<file path="src/rtl/cpu_bus_pkg.sv">
// Shared types and constants for the CPU sram-like bus arbiter.
package cpu_bus_pkg;

  typedef enum logic {
    OWN_INST = 1'b0,
    OWN_DATA = 1'b1
  } owner_t;

  localparam logic [1:0] SIZE_BYTE = 2'd0;
  localparam logic [1:0] SIZE_HALF = 2'd1;
  localparam logic [1:0] SIZE_WORD = 2'd2;

endpackage

</file>
<file path="src/rtl/owner_fifo.sv">
// In-order FIFO of transaction owners, one entry per outstanding bus transaction.
module owner_fifo
  import cpu_bus_pkg::*;
#(
  parameter int unsigned DEPTH = 2
) (
  input  logic   clk,
  input  logic   rst,
  input  logic   push,
  input  owner_t push_owner,
  input  logic   pop,
  output logic   full,
  output logic   empty,
  output owner_t head
);

  localparam int unsigned PTR_W = (DEPTH > 1) ? $clog2(DEPTH) : 1;
  localparam int unsigned CNT_W = $clog2(DEPTH) + 1;

  owner_t             mem_q [DEPTH];
  owner_t             mem_d [DEPTH];
  logic [PTR_W-1:0]   wr_ptr_q, wr_ptr_d;
  logic [PTR_W-1:0]   rd_ptr_q, rd_ptr_d;
  logic [CNT_W-1:0]   count_q, count_d;
  logic               do_push, do_pop;

  function automatic logic [PTR_W-1:0] ptr_inc(input logic [PTR_W-1:0] p);
    return (p == PTR_W'(DEPTH - 1)) ? '0 : p + PTR_W'(1);
  endfunction

  assign full  = (count_q == CNT_W'(DEPTH));
  assign empty = (count_q == '0);
  assign head  = mem_q[rd_ptr_q];

  // Next-state: write at tail, advance pointers, track occupancy
  always_comb begin
    mem_d    = mem_q;
    wr_ptr_d = wr_ptr_q;
    rd_ptr_d = rd_ptr_q;
    count_d  = count_q;
    do_push  = push & ~full;
    do_pop   = pop & ~empty;
    if (do_push) begin
      mem_d[wr_ptr_q] = push_owner;
      wr_ptr_d        = ptr_inc(wr_ptr_q);
    end
    if (do_pop) begin
      rd_ptr_d = ptr_inc(rd_ptr_q);
    end
    case ({do_push, do_pop})
      2'b10:   count_d = count_q + CNT_W'(1);
      2'b01:   count_d = count_q - CNT_W'(1);
      default: count_d = count_q;
    endcase
  end

  // State registers
  always_ff @(posedge clk or posedge rst) begin
    if (rst) begin
      for (int i = 0; i < int'(DEPTH); i++) mem_q[i] <= OWN_INST;
      wr_ptr_q <= '0;
      rd_ptr_q <= '0;
      count_q  <= '0;
    end else begin
      mem_q    <= mem_d;
      wr_ptr_q <= wr_ptr_d;
      rd_ptr_q <= rd_ptr_d;
      count_q  <= count_d;
    end
  end

endmodule

</file>
<file path="src/rtl/sram_like_bus_arbiter.sv">
// Shares one sram-like bus between the CPU inst and data channels, returning
// responses to the issuing master in acceptance order.
module sram_like_bus_arbiter
  import cpu_bus_pkg::*;
#(
  parameter int unsigned MAX_OUT      = 2,
  parameter int unsigned STARVE_LIMIT = 4
) (
  input  logic        clk,
  input  logic        rst,
  input  logic        inst_req,
  input  logic        inst_wr,
  input  logic [1:0]  inst_size,
  input  logic [31:0] inst_addr,
  input  logic [31:0] inst_wdata,
  output logic        inst_addr_ok,
  output logic        inst_data_ok,
  output logic [31:0] inst_rdata,
  input  logic        data_req,
  input  logic        data_wr,
  input  logic [1:0]  data_size,
  input  logic [31:0] data_addr,
  input  logic [31:0] data_wdata,
  output logic        data_addr_ok,
  output logic        data_data_ok,
  output logic [31:0] data_rdata,
  output logic        bus_req,
  output logic        bus_wr,
  output logic [1:0]  bus_size,
  output logic [31:0] bus_addr,
  output logic [31:0] bus_wdata,
  input  logic        bus_addr_ok,
  input  logic        bus_data_ok,
  input  logic [31:0] bus_rdata,
  output logic        err_data_ok
);

  localparam int unsigned STV_W = $clog2(STARVE_LIMIT + 1);

  logic             lock_q, lock_d;
  owner_t           lock_own_q, lock_own_d;
  logic [STV_W-1:0] starve_q, starve_d;
  logic             err_q, err_d;
  logic             gnt_vld, hs, pop;
  owner_t           gnt_own, head;
  logic             fifo_full, fifo_empty;

  // Grant selection: a locked grant persists, otherwise data first unless inst is starved
  always_comb begin
    gnt_vld = 1'b0;
    gnt_own = OWN_INST;
    if (!rst) begin
      if (lock_q) begin
        gnt_own = lock_own_q;
        gnt_vld = (lock_own_q == OWN_DATA) ? data_req : inst_req;
      end else if (!fifo_full) begin
        if (inst_req && (starve_q == STV_W'(STARVE_LIMIT))) begin
          gnt_vld = 1'b1;
          gnt_own = OWN_INST;
        end else if (data_req) begin
          gnt_vld = 1'b1;
          gnt_own = OWN_DATA;
        end else if (inst_req) begin
          gnt_vld = 1'b1;
          gnt_own = OWN_INST;
        end
      end
    end
  end

  // Request mux from the granted master, zero when idle
  always_comb begin
    bus_req   = gnt_vld;
    bus_wr    = 1'b0;
    bus_size  = 2'd0;
    bus_addr  = 32'd0;
    bus_wdata = 32'd0;
    if (gnt_vld) begin
      if (gnt_own == OWN_DATA) begin
        bus_wr    = data_wr;
        bus_size  = data_size;
        bus_addr  = data_addr;
        bus_wdata = data_wdata;
      end else begin
        bus_wr    = inst_wr;
        bus_size  = inst_size;
        bus_addr  = inst_addr;
        bus_wdata = inst_wdata;
      end
    end
  end

  assign hs           = gnt_vld & bus_addr_ok;
  assign inst_addr_ok = hs & (gnt_own == OWN_INST);
  assign data_addr_ok = hs & (gnt_own == OWN_DATA);
  assign pop          = bus_data_ok & ~fifo_empty;
  assign err_data_ok  = err_q;

  // Response demux to the owner of the oldest outstanding transaction
  always_comb begin
    inst_data_ok = 1'b0;
    inst_rdata   = 32'd0;
    data_data_ok = 1'b0;
    data_rdata   = 32'd0;
    if (pop) begin
      if (head == OWN_DATA) begin
        data_data_ok = 1'b1;
        data_rdata   = bus_rdata;
      end else begin
        inst_data_ok = 1'b1;
        inst_rdata   = bus_rdata;
      end
    end
  end

  // Next-state for lock, starvation counter and spurious-response flag
  always_comb begin
    lock_d     = gnt_vld & ~bus_addr_ok;
    lock_own_d = gnt_own;
    starve_d   = starve_q;
    err_d      = err_q | (bus_data_ok & fifo_empty);
    if (!inst_req || inst_addr_ok) begin
      starve_d = '0;
    end else if (!(gnt_vld && gnt_own == OWN_INST) &&
                 (starve_q != STV_W'(STARVE_LIMIT))) begin
      starve_d = starve_q + STV_W'(1);
    end
  end

  // State registers
  always_ff @(posedge clk or posedge rst) begin
    if (rst) begin
      lock_q     <= 1'b0;
      lock_own_q <= OWN_INST;
      starve_q   <= '0;
      err_q      <= 1'b0;
    end else begin
      lock_q     <= lock_d;
      lock_own_q <= lock_own_d;
      starve_q   <= starve_d;
      err_q      <= err_d;
    end
  end

  owner_fifo #(
    .DEPTH(MAX_OUT)
  ) u_owner_fifo (
    .clk        (clk),
    .rst        (rst),
    .push       (hs),
    .push_owner (gnt_own),
    .pop        (pop),
    .full       (fifo_full),
    .empty      (fifo_empty),
    .head       (head)
  );

endmodule

</file>
<file path="config.mk">
export PLATFORM = sky130hd
export DESIGN_NAME = sram_like_bus_arbiter
export DESIGN_NICKNAME = d
export VERILOG_FILES = /design/src/rtl/cpu_bus_pkg.sv /design/src/rtl/owner_fifo.sv /design/src/rtl/sram_like_bus_arbiter.sv
export SDC_FILE = /design/constraint.sdc
export NUM_CORES = 1
export LEC_CHECK = 0
export ABC_CLOCK_PERIOD_IN_PS = 5200
export CAP_MARGIN = 25
export CORE_AREA = 2 2 121 123
export CTS_BUF_LIST = sky130_fd_sc_hd__clkbuf_4
export CTS_CLUSTER_SIZE = 14
export DETAILED_ROUTE_END_ITERATION = 8
export DIE_AREA = 0 0 123 125
export SYNTH_ARGS = -nofsm -noshare
export SYNTH_HDL_FRONTEND = slang
export SYNTH_SLANG_ARGS = --single-unit
</file>
<file path="constraint.sdc">
create_clock -name clk -period 5.2 [get_ports clk]
set_input_delay 0.52 -clock clk [delete_from_list [all_inputs] [get_ports clk]]
set_output_delay 0.52 -clock clk [all_outputs]
set_load 0.005 [all_outputs]
</file>
Word-level counts from Yosys, hierarchy flattened

Cells that the tools add are included.

Flip-flop bits (word level): 12
Bits in latches: 0
RAM bits: 0
Bits in read-only memories: 0
Bits of input ports: 172
Output and inout bits: 137
Memories kept: 0

$add $sub $neg: 5
Multiply operators: 0
Div/mod/pow operators: 0
Magnitude comparators: 3
Equality and inequality tests: 5
Shift operators: 0
Mux-type cells: 39
Bitwise logic cells: 15
Reduce and logical (&&, ||, !) cells: 10

Operators with widths:

| operator                                                   | number |
|---|---|
| 2-to-1 mux 32 bit                                          | 8 |
| 2-to-1 mux 1 bit                                           | 24 |
| bitwise AND 1 bit                                          | 8 |
| 2-to-1 mux 3 bit                                           | 2 |
| equality test 2 bit, second input constant                 | 2 |
| >= comparator 2 bit, second input constant                 | 2 |
| logical AND 1 bit                                          | 4 |
| 2-to-1 mux 2 bit                                           | 2 |
| NOT 1 bit                                                  | 4 |
| NOT 1 -> 2 bit                                             | 2 |
| one-hot mux 2 bit (2 select lines)                         | 1 |
| nonzero test 2 bit                                         | 2 |
| adder 3 x 1 -> 3 bit, second input constant                | 1 |
| equality test 3 bit, second input constant                 | 1 |
| inequality test 3 bit, second input constant               | 1 |
| adder 1 bit, second input constant                         | 2 |
| adder 2 x 1 -> 2 bit, second input constant                | 1 |
| bitwise mux 2 bit                                          | 1 |
| equality test 2 x 1 -> 1 bit, second input constant        | 1 |
| zero test 1 bit                                            | 2 |
| zero test 2 bit                                            | 1 |
| less-than comparator 2 x 1 -> 1 bit, second input constant | 1 |
| subtractor 2 x 1 -> 2 bit, second input constant           | 1 |
| demux 1 bit (select 1 bit)                                 | 1 |
| 2 further kinds                                            | 2 |

Longest topological paths before layout

Gate-level depths: netlist (run 1).

Depth after elaboration: 12
Depth in mapped cells: 10
Mapped depth without buffers: 8

Modules after synthesis

From an unflattened synthesis (run 1), not the netlist that was laid out.

Cells, all modules: 365
Area total of the unflattened synthesis: 2134.5 sq um

By module, submodules not included:

| module                | times used | cells each | area each (sq um) |
|---|---|---|---|
| sram_like_bus_arbiter | 1          | 341        | 1848.0 |
| owner_fifo            | 1          | 24         | 286.5 |

Worst setup path before layout (run 1)

Ideal clock, no wire load.

Path kind: register to output
From: reg starve_q[0]
To: out bus_addr[0]
Data arrival time: 1.732 ns
Setup slack: 2.948 ns
Stages on the path, launching flop included: 11
Path through: dfrtp_1 inv_1 ha_1 nand3_1 nor2_1 or4_1 buf_6 clkinv_8 buf_6 nand2_2 a21oi_2

Cells in the longest elaborated chain, start to end: 8
Elaborated cells between the ends (all ways): 12

RTL lines:

| item                     | line                         | source |
|---|---|---|
| start: declaration       | sram_like_bus_arbiter.sv:42  | `logic [STV_W-1:0] starve_q, starve_d;` |
| start signal: assignment | sram_like_bus_arbiter.sv:140 | `starve_q <= starve_d;` |
| equality test 3 bit      | sram_like_bus_arbiter.sv:57  | `if (inst_req && (starve_q == STV_W'(STARVE_LIMIT))) begin` |
| logical AND 1 bit        | sram_like_bus_arbiter.sv:57  |  |
| 2-to-1 mux 1 bit         | sram_like_bus_arbiter.sv:57  |  |
| 2-to-1 mux 1 bit         | sram_like_bus_arbiter.sv:56  | `end else if (!fifo_full) begin` |
| 2-to-1 mux 1 bit         | sram_like_bus_arbiter.sv:53  | `if (lock_q) begin` |
| 2-to-1 mux 1 bit         | sram_like_bus_arbiter.sv:52  | `if (!rst) begin` |
| via gnt_own              | sram_like_bus_arbiter.sv:45  | `owner_t gnt_own, head;` |
| 2-to-1 mux 32 bit        | sram_like_bus_arbiter.sv:79  | `if (gnt_own == OWN_DATA) begin` |
| 2-to-1 mux 32 bit        | sram_like_bus_arbiter.sv:78  | `if (gnt_vld) begin` |
| end: declaration         | sram_like_bus_arbiter.sv:30  | `output logic [31:0] bus_addr,` |

The timed path passes the listed nets, and every way through them passes these cells.

Worst setup path after layout (run 1)

From: in inst_req
To: out bus_addr[18]

Cells in the longest elaborated chain, start to end: 7
Elaborated cells between the ends (all ways): 14

RTL lines:

| item                                                         | line                                                     | source |
|---|---|---|
| start: declaration                                           | sram_like_bus_arbiter.sv:11                              | `input logic inst_req,` |
| 2-to-1 mux 1 bit / logical AND 1 bit (equally long branches) | sram_like_bus_arbiter.sv:63, sram_like_bus_arbiter.sv:57 |  |
| 2-to-1 mux 1 bit, on equally long branches                   | sram_like_bus_arbiter.sv:60, sram_like_bus_arbiter.sv:57 |  |
| 2-to-1 mux 1 bit, on equally long branches                   | sram_like_bus_arbiter.sv:57, sram_like_bus_arbiter.sv:56 |  |
| 2-to-1 mux 1 bit, on equally long branches                   | sram_like_bus_arbiter.sv:56, sram_like_bus_arbiter.sv:53 |  |
| 2-to-1 mux 1 bit, on equally long branches                   | sram_like_bus_arbiter.sv:53, sram_like_bus_arbiter.sv:52 |  |
| 2-to-1 mux 1 bit / 2-to-1 mux 32 bit (equally long branches) | sram_like_bus_arbiter.sv:52, sram_like_bus_arbiter.sv:79 |  |
| 2-to-1 mux 32 bit (*)                                        | sram_like_bus_arbiter.sv:78                              |  |

Mark *: on every way between the ends. The rest lies on a longest branch, timed or not.

==> results of run 1 <==
[worst max-delay path by stage]
stage	start	to	cells after the start
after CTS	inst_req	bus_addr[18]	6
after global placement	inst_req	bus_addr[18]	6
after detailed placement	inst_req	bus_addr[18]	6
after floorplan	starve_q[0]	bus_addr[0]	10
final	inst_req	bus_addr[18]	6
after global routing	inst_req	bus_addr[18]	6
[metrics by stage]
step	util (%)	hold WS, ns	cell area [um2]
final	37.7	0.475	5360
after global routing	37.7	0.510	5360
after CTS	37.7	0.481	5360
after detailed placement	37.5	0.469	5330
after global placement	37.5	0.447	5330
after floorplan	-	0.385	2180
[layer usage]
layer | part of all wire [%] | routed length [um] | track usage (%) | vias to the layer above
met4 | 2.3 | 272 | 3.74 | 0
met3 | 11 | 1290 | 3.97 | 16
met1 | 35 | 4230 | 13.6 | 1555
li1 | - | - | - | 1726
met2 | 52 | 6160 | 28.2 | 207
met5 | 0 | 0 | 0 | -
[worst max-delay path, delay by kind of cell]
family	cells	cell delay, ns
compound gates	2	0.98
buf+inv	3	1.48
mux	1	0.10
[power by group through the flow]
stage	combinational [mW]	clock, mW	sequential (mW)
global route	1.13	0.0647	0.162
finish	1.03	0.0547	0.157
CTS	1.05	0.0595	0.156
global placement	1.03	0	0.156
detailed placement	1.05	0	0.158
floorplan	0.469	0	0.150
[synthesized netlist by cell type (2+ instances only)]
library cell,number
a21oi_1,52
clkbuf_1,15
xnor2_1,4
mux2i_1,2
dfrtp_1,12
nand3_1,2
and2_1,65
ha_1,3
a21oi_2,18
buf_1,3
nor2_1,8
o21ai_0,4
inv_1,5
buf_6,10
o21ai_1,2
nand2_1,128
nand2_2,8
nor2b_1,2
[cells by family after synthesis]
| logic type | Yosys count | synth area share, % |
|---|---|---|
| compound gates | 81 | 22.8 |
| xor+xnor | 5 | 2.01 |
| fa+ha+maj | 3 | 1.72 |
| buf+inv | 36 | 10.7 |
| flops | 12 | 13.8 |
| mux | 3 | 1.43 |
| simple gates | 220 | 47.5 |
[final cells by class]
class	instances	area, um2	area share [%]
multi-input cells	312	1650	30.8
flip-flops and latches	12	300	5.61
repair buffers	312	3110	58.1
clock buffers	3	22.5	0.421
well taps	184	230	4.30
inverters	7	38.8	0.724
[sequential cells by signal, summed over array words and instances, names as in the netlist]
register / count
u_owner_fifo.wr_ptr_q: 1
err_data_ok: 1
u_owner_fifo.mem_q: 2
u_owner_fifo.rd_ptr_q: 1
lock_own_q: 1
u_owner_fifo.count_q: 2
starve_q: 3
lock_q: 1
[cells in the final DEF (no fill, tap or decap), drive strengths merged]
| cell | synthesis | routed |
|---|---|---|
| dfrtp | 12 | 12 |
| nor3 | 1 | 1 |
| nand2b | 1 | 1 |
| o41a | 1 | 1 |
| ha | 3 | 3 |
| mux2i | 2 | 2 |
| buf | 14 | 4 |
| clkbuf | 15 | 3 |
| or3 | 1 | 1 |
| nand3 | 2 | 2 |
| inv | 6 | 6 |
| clkinv | 1 | 1 |
| o31ai | 1 | 1 |
| and2 | 65 | 65 |
| nand2 | 136 | 136 |
| xnor2 | 4 | 4 |
| nor3b | 1 | 1 |
| clkdlybuf4s50 | 0 | 308 |
| a211oi | 1 | 1 |
| or4 | 1 | 1 |
| mux2 | 1 | 1 |
| o21ai | 6 | 6 |
| a21oi | 70 | 70 |
| xor2 | 1 | 1 |
| nor2 | 8 | 8 |
| or3b | 1 | 1 |
| nor2b | 2 | 2 |
| a21o | 1 | 1 |
| a2111o | 1 | 1 |
| nand4 | 1 | 1 |
==> results.yml, run 1 <==
detailed_routing:
  routed_wl_mm: 11.9
  drc: 0
  drt_pass1_iterations: 6
  drt_iter0_drc: 84
  wl_per_cell_um: 14.4
  post_drt_via_cell_ratio: 4.22
  detailroute.via_count: 3504
  antenna_left: 0
global_route:
  grt_remaining_overflow: 0
  number_of_antenna_violations_at_the_first_check_in_global_routing: 0
  grt_use_total_pct: 14.1
  first_global_vias: 3494
  grt_pass1_wl_mm: 17.3
  pin_count_of_the_biggest_net_entering_global_routing: 73
place:
  placement.io_buffers: 308
  placedCellCount: 827
  dp_worst_setup_slack_ns: 1.54
  gp_routability_congestion: 0.959
  dpl.hpwl_mm: 9.62
critical_path:
  criticalPathCategory: "input port to output port"
  r2r_start: "u_owner_fifo.count_q[1]"
  cpPeakStageDelay_ns: 0.78
  arrival_ns: 3.12
  path_max_fanout: 36
  r2r_end: "u_owner_fifo.count_q[1]"
  cp-end-kind: "output port"
  critical_path_required_ns: 4.68
  cp_common_cell: "clkdlybuf4s50_1"
  startpoint_type: "input port"
  crit_slowest_cell: "a2111o_2"
  worst_r2r_path_depth: 7
  timing.critical_path.cells: "clkdlybuf4s50_1, mux2i_1, a2111o_2, buf_4, a21oi_1, clkdlybuf4s50_1"
  worst-r2r-setup-slack_ns: 2.78
floorplan:
  core_area_um2: 14200
  chip_width_um: 123
  starting_utilization_of_the_core_area_pct: 15.4
  io_pins: 309
  fp.dieH_um: 125
  die-area_um2: 15400
  std_cell_rows: 44
power_and_ir_drop:
  power_mw: 1.24
  max-vdd-ir-drop_v: 0.000133
  seqPwrFrac_pct: 12.6
  power.combinational.fraction_pct: 83.0
  p_switching_uw: 490
  cellLeakagePower_nw: 2.05
  power.density_nw_per_um2: 232
  pwr-share-clk_pct: 4.4
  p_sw_share_pct: 39.5
  power.internal_uw: 750
yosys:
  post_synth_num_cell_types: 35
  synth_seq_area_share_pct: 13.8
  netlist_top_cells_area: "nand2_1, and2_1, dfrtp_1, a21oi_1, a21oi_2"
  synthDominantAreaCellType: "nand2_1"
  synth.avg_cell_area_um2: 6.06
  ys_async_sr_fraction_pct: 100
  mappedNetlistNets: 535
  yosysWarnings: 0
  postSynthCellCount: 360
  synth_edf_count: 0
  synth_top_area_share_pct: 22.0
  synth_area_um2: 2180
  dominantRegCellSynth: "dfrtp_1"
  ys_ff_latch: 12
hold_path:
  min_path_type: "flip-flop to flip-flop"
  hp-start: "err_data_ok"
  hold_depth: 1
  endpoint_with_the_worst_hold_slack: "err_data_ok"
timing:
  rsz0062_at_grt: "false"
  max_freq_mhz: 275
  worst_slew_pin_slew_ns: 0.732
  final.setup_skew_ns: 0.00154
  slew_headroom_pct: 51.2
  finalSetupViolCount: 0
  timing.final.hold_violations: 0
  report.final.slew_viol_count: 0
  setup_total_negative_slack_ns: 0
  final_period_minus_worst_setup_slack_ns: 3.64
  final_cycle_share_pct: 70.0
  setup_ws_ns: 1.56
cells_and_area:
  layout-drive-gt1-share_pct: 6.04
  filler_cell_count: 1492
  flow.area_growth_from_synthesis_pct: 145
  nNetsFinal: 823
  finish.cell_count_without_fillers: 830
  antennaDiodeCount: 0
flow_run:
  drv.max_cap_violation_count: 0
cts:
  post_cts_resize_count: 0
  htree_num_levels: 1
  clock_sinks: 12
  cts_root_buffer: "clkbuf_4"
  cts_hold_repair.buffers: 0
  path_clk_slew_ns: 0.07
  tritoncts.num_buffers: 3
  later_pin_clock_latency_in_the_skew_report_ns: 0.27
  max-clock-path-buffers: 2
  tritoncts: "done"
  postCtsSetupRepairBufs: 0
outcome:
  status: "complete, no violations"
Power figures use the tool's default switching activity.
==> run 2: changes to the inputs <==
--- a/config.mk
+++ b/config.mk
@@ -5,13 +5,13 @@
 export SDC_FILE = /design/constraint.sdc
 export NUM_CORES = 1
 export LEC_CHECK = 0
-export ABC_CLOCK_PERIOD_IN_PS = 5200
+export ABC_CLOCK_PERIOD_IN_PS = 3700
 export CAP_MARGIN = 25
-export CORE_AREA = 2 2 121 123
+export CORE_AREA = 2 2 118 120
 export CTS_BUF_LIST = sky130_fd_sc_hd__clkbuf_4
 export CTS_CLUSTER_SIZE = 14
 export DETAILED_ROUTE_END_ITERATION = 8
-export DIE_AREA = 0 0 123 125
+export DIE_AREA = 0 0 120 122
 export SYNTH_ARGS = -nofsm -noshare
 export SYNTH_HDL_FRONTEND = slang
 export SYNTH_SLANG_ARGS = --single-unit
==> constraint.sdc (replaced) <==
create_clock -name clk -period 3.7 [get_ports clk]
set_input_delay 0.37 -clock clk [delete_from_list [all_inputs] [get_ports clk]]
set_output_delay 0.37 -clock clk [all_outputs]
set_load 0.005 [all_outputs]
==> results.yml, run 2 (synthesized netlist as in run 1, its figures left out) <==
outcome:
  status: "complete, no violations"
detailed_routing:
  post_drt_via_cell_ratio: 4.17
  drc: 0
  antenna_left: 0
  detailroute.via_count: 3452
  routed_wl_mm: 11.4
  drt_iter0_drc: 90
  wl_per_cell_um: 13.8
  drt_pass1_iterations: 6
global_route:
  first_global_vias: 3300
  number_of_antenna_violations_at_the_first_check_in_global_routing: 0
  grt_remaining_overflow: 0
  grt_pass1_wl_mm: 16.6
  pin_count_of_the_biggest_net_entering_global_routing: 73
  grt_use_total_pct: 13.9
timing:
  rsz0062_at_grt: "false"
  final_cycle_share_pct: 90.0
  timing.final.hold_violations: 0
  worst_slew_pin_slew_ns: 0.721
  max_freq_mhz: 300
  final.setup_skew_ns: 0.00351
  final_period_minus_worst_setup_slack_ns: 3.33
  finalSetupViolCount: 0
  setup_total_negative_slack_ns: 0
  report.final.slew_viol_count: 0
  slew_headroom_pct: 51.9
cts:
  tritoncts: "done"
  path_clk_slew_ns: 0.08
  tritoncts.num_buffers: 3
  max-clock-path-buffers: 2
  post_cts_resize_count: 0
  postCtsSetupRepairBufs: 0
  later_pin_clock_latency_in_the_skew_report_ns: 0.27
  cts_root_buffer: "clkbuf_4"
  htree_num_levels: 1
  clock_sinks: 12
  cts_hold_repair.buffers: 0
power_and_ir_drop:
  max-vdd-ir-drop_v: 0.000138
  cellLeakagePower_nw: 2.06
  power.density_nw_per_um2: 325
cells_and_area:
  flip_flop_count_of_the_largest_register_after_layout: 3
  filler_cell_count: 1384
  reg_top3: "starve_q (3), u_owner_fifo.count_q (2), u_owner_fifo.mem_q (2)"
  final_core_util_pct: 39.7
  commonest_non_fill_non_tap_cell_in_the_layout: "clkdlybuf4s50_1"
  nNetsFinal: 823
  flow.area_growth_from_synthesis_pct: 146
  layout.area.seq_um2: 300
  layout.cells.most_common_list: "clkdlybuf4s50_1, nand2_1, and2_1"
  antennaDiodeCount: 0
  layout-drive-gt1-share_pct: 6.03
  footprint_of_the_multi_input_gates_um2: 1650
  largest_register: "starve_q"
critical_path:
  r2r_end: "u_owner_fifo.mem_q[1]"
  setup.worst_path.end: "bus_addr[19]"
  critical_path_required_ns: 3.33
  path_max_fanout: 72
  critical_path.startpoint: "starve_q[0]"
  criticalPathCategory: "flip-flop to output port"
  arrival_ns: 2.96
  r2r_start: "starve_q[0]"
  startpoint_type: "flip-flop"
  worst-r2r-setup-slack_ns: 1.41
  cp-end-kind: "output port"
  worst_r2r_path_depth: 7
floorplan:
  starting_utilization_of_the_core_area_pct: 16.2
  core_area_um2: 13500
  fp.dieH_um: 122
  io_pins: 309
  die-area_um2: 14600
  chip_width_um: 120
  std_cell_rows: 43
place:
  dpl.hpwl_mm: 9.25
  gp_routability_congestion: 0.808
  placement.io_buffers: 308
flow_run:
  drv.max_cap_violation_count: 0
hold_path:
  min_path_type: "flip-flop to flip-flop"
## run 2: through the flow
stage                     hold slack (ns)  cell area, um2  setup WS (ns)  instances  power, mW
final                               0.461            5370          0.370        827       1.75
after global routing                0.494            5370          0.232        827       1.91
after CTS                           0.464            5370          0.360        827       1.78
after detailed placement            0.447            5340          0.431        823       1.69
after global placement              0.439            5340          0.445        823       1.68
after floorplan                     0.235            2180           1.60        360      0.871
## run 2: metal layers
metal / share of wire [%] / up-vias / global-route usage [%]
li1: - / 1731 / -
met1: 35 / 1521 / 14.3
met2: 53 / 192 / 27.8
met3: 11 / 8 / 4.45
met4: 0.85 / 0 / 1.69
met5: 0 / - / 0
## run 2: worst min-delay path by stage
stage	startpoint	endpoint	slack, ns	cells past startpoint
after detailed placement	err_data_ok	err_data_ok	0.45	1
final	err_data_ok	err_data_ok	0.46	1
after CTS	err_data_ok	err_data_ok	0.46	1
after global placement	err_data_ok	err_data_ok	0.44	1
after global routing	err_data_ok	err_data_ok	0.49	1
after floorplan	rst	err_data_ok	0.23	1
## run 2: final cells by class
cell class | count | area share, %
clock buffer | 3 | 0.420
timing repair buffer | 312 | 58.2
multi-input combinational | 312 | 30.8
tap | 180 | 4.20
clock inverter | 1 | 0.0699
inverter | 7 | 0.723
sequential | 12 | 5.60
## run 2: critical path, cell delays in order, from the launching register on
cell             delay [ns]
dfrtp_1                0.39
inv_1                  0.06
ha_1                   0.22
nand3_1                0.09
nor2_1                 0.05
or4_2                  0.71
clkinv_8               0.26
nand2_1                0.10
a21oi_1                0.22
clkdlybuf4s50_1        0.55
## run 2: power by group
part	switching [mW]	leakage, nW	internal [mW]
combinational	0.598	1.90	0.847
sequential	0.0427	0.149	0.176
clock	0.0439	0.0154	0.0389
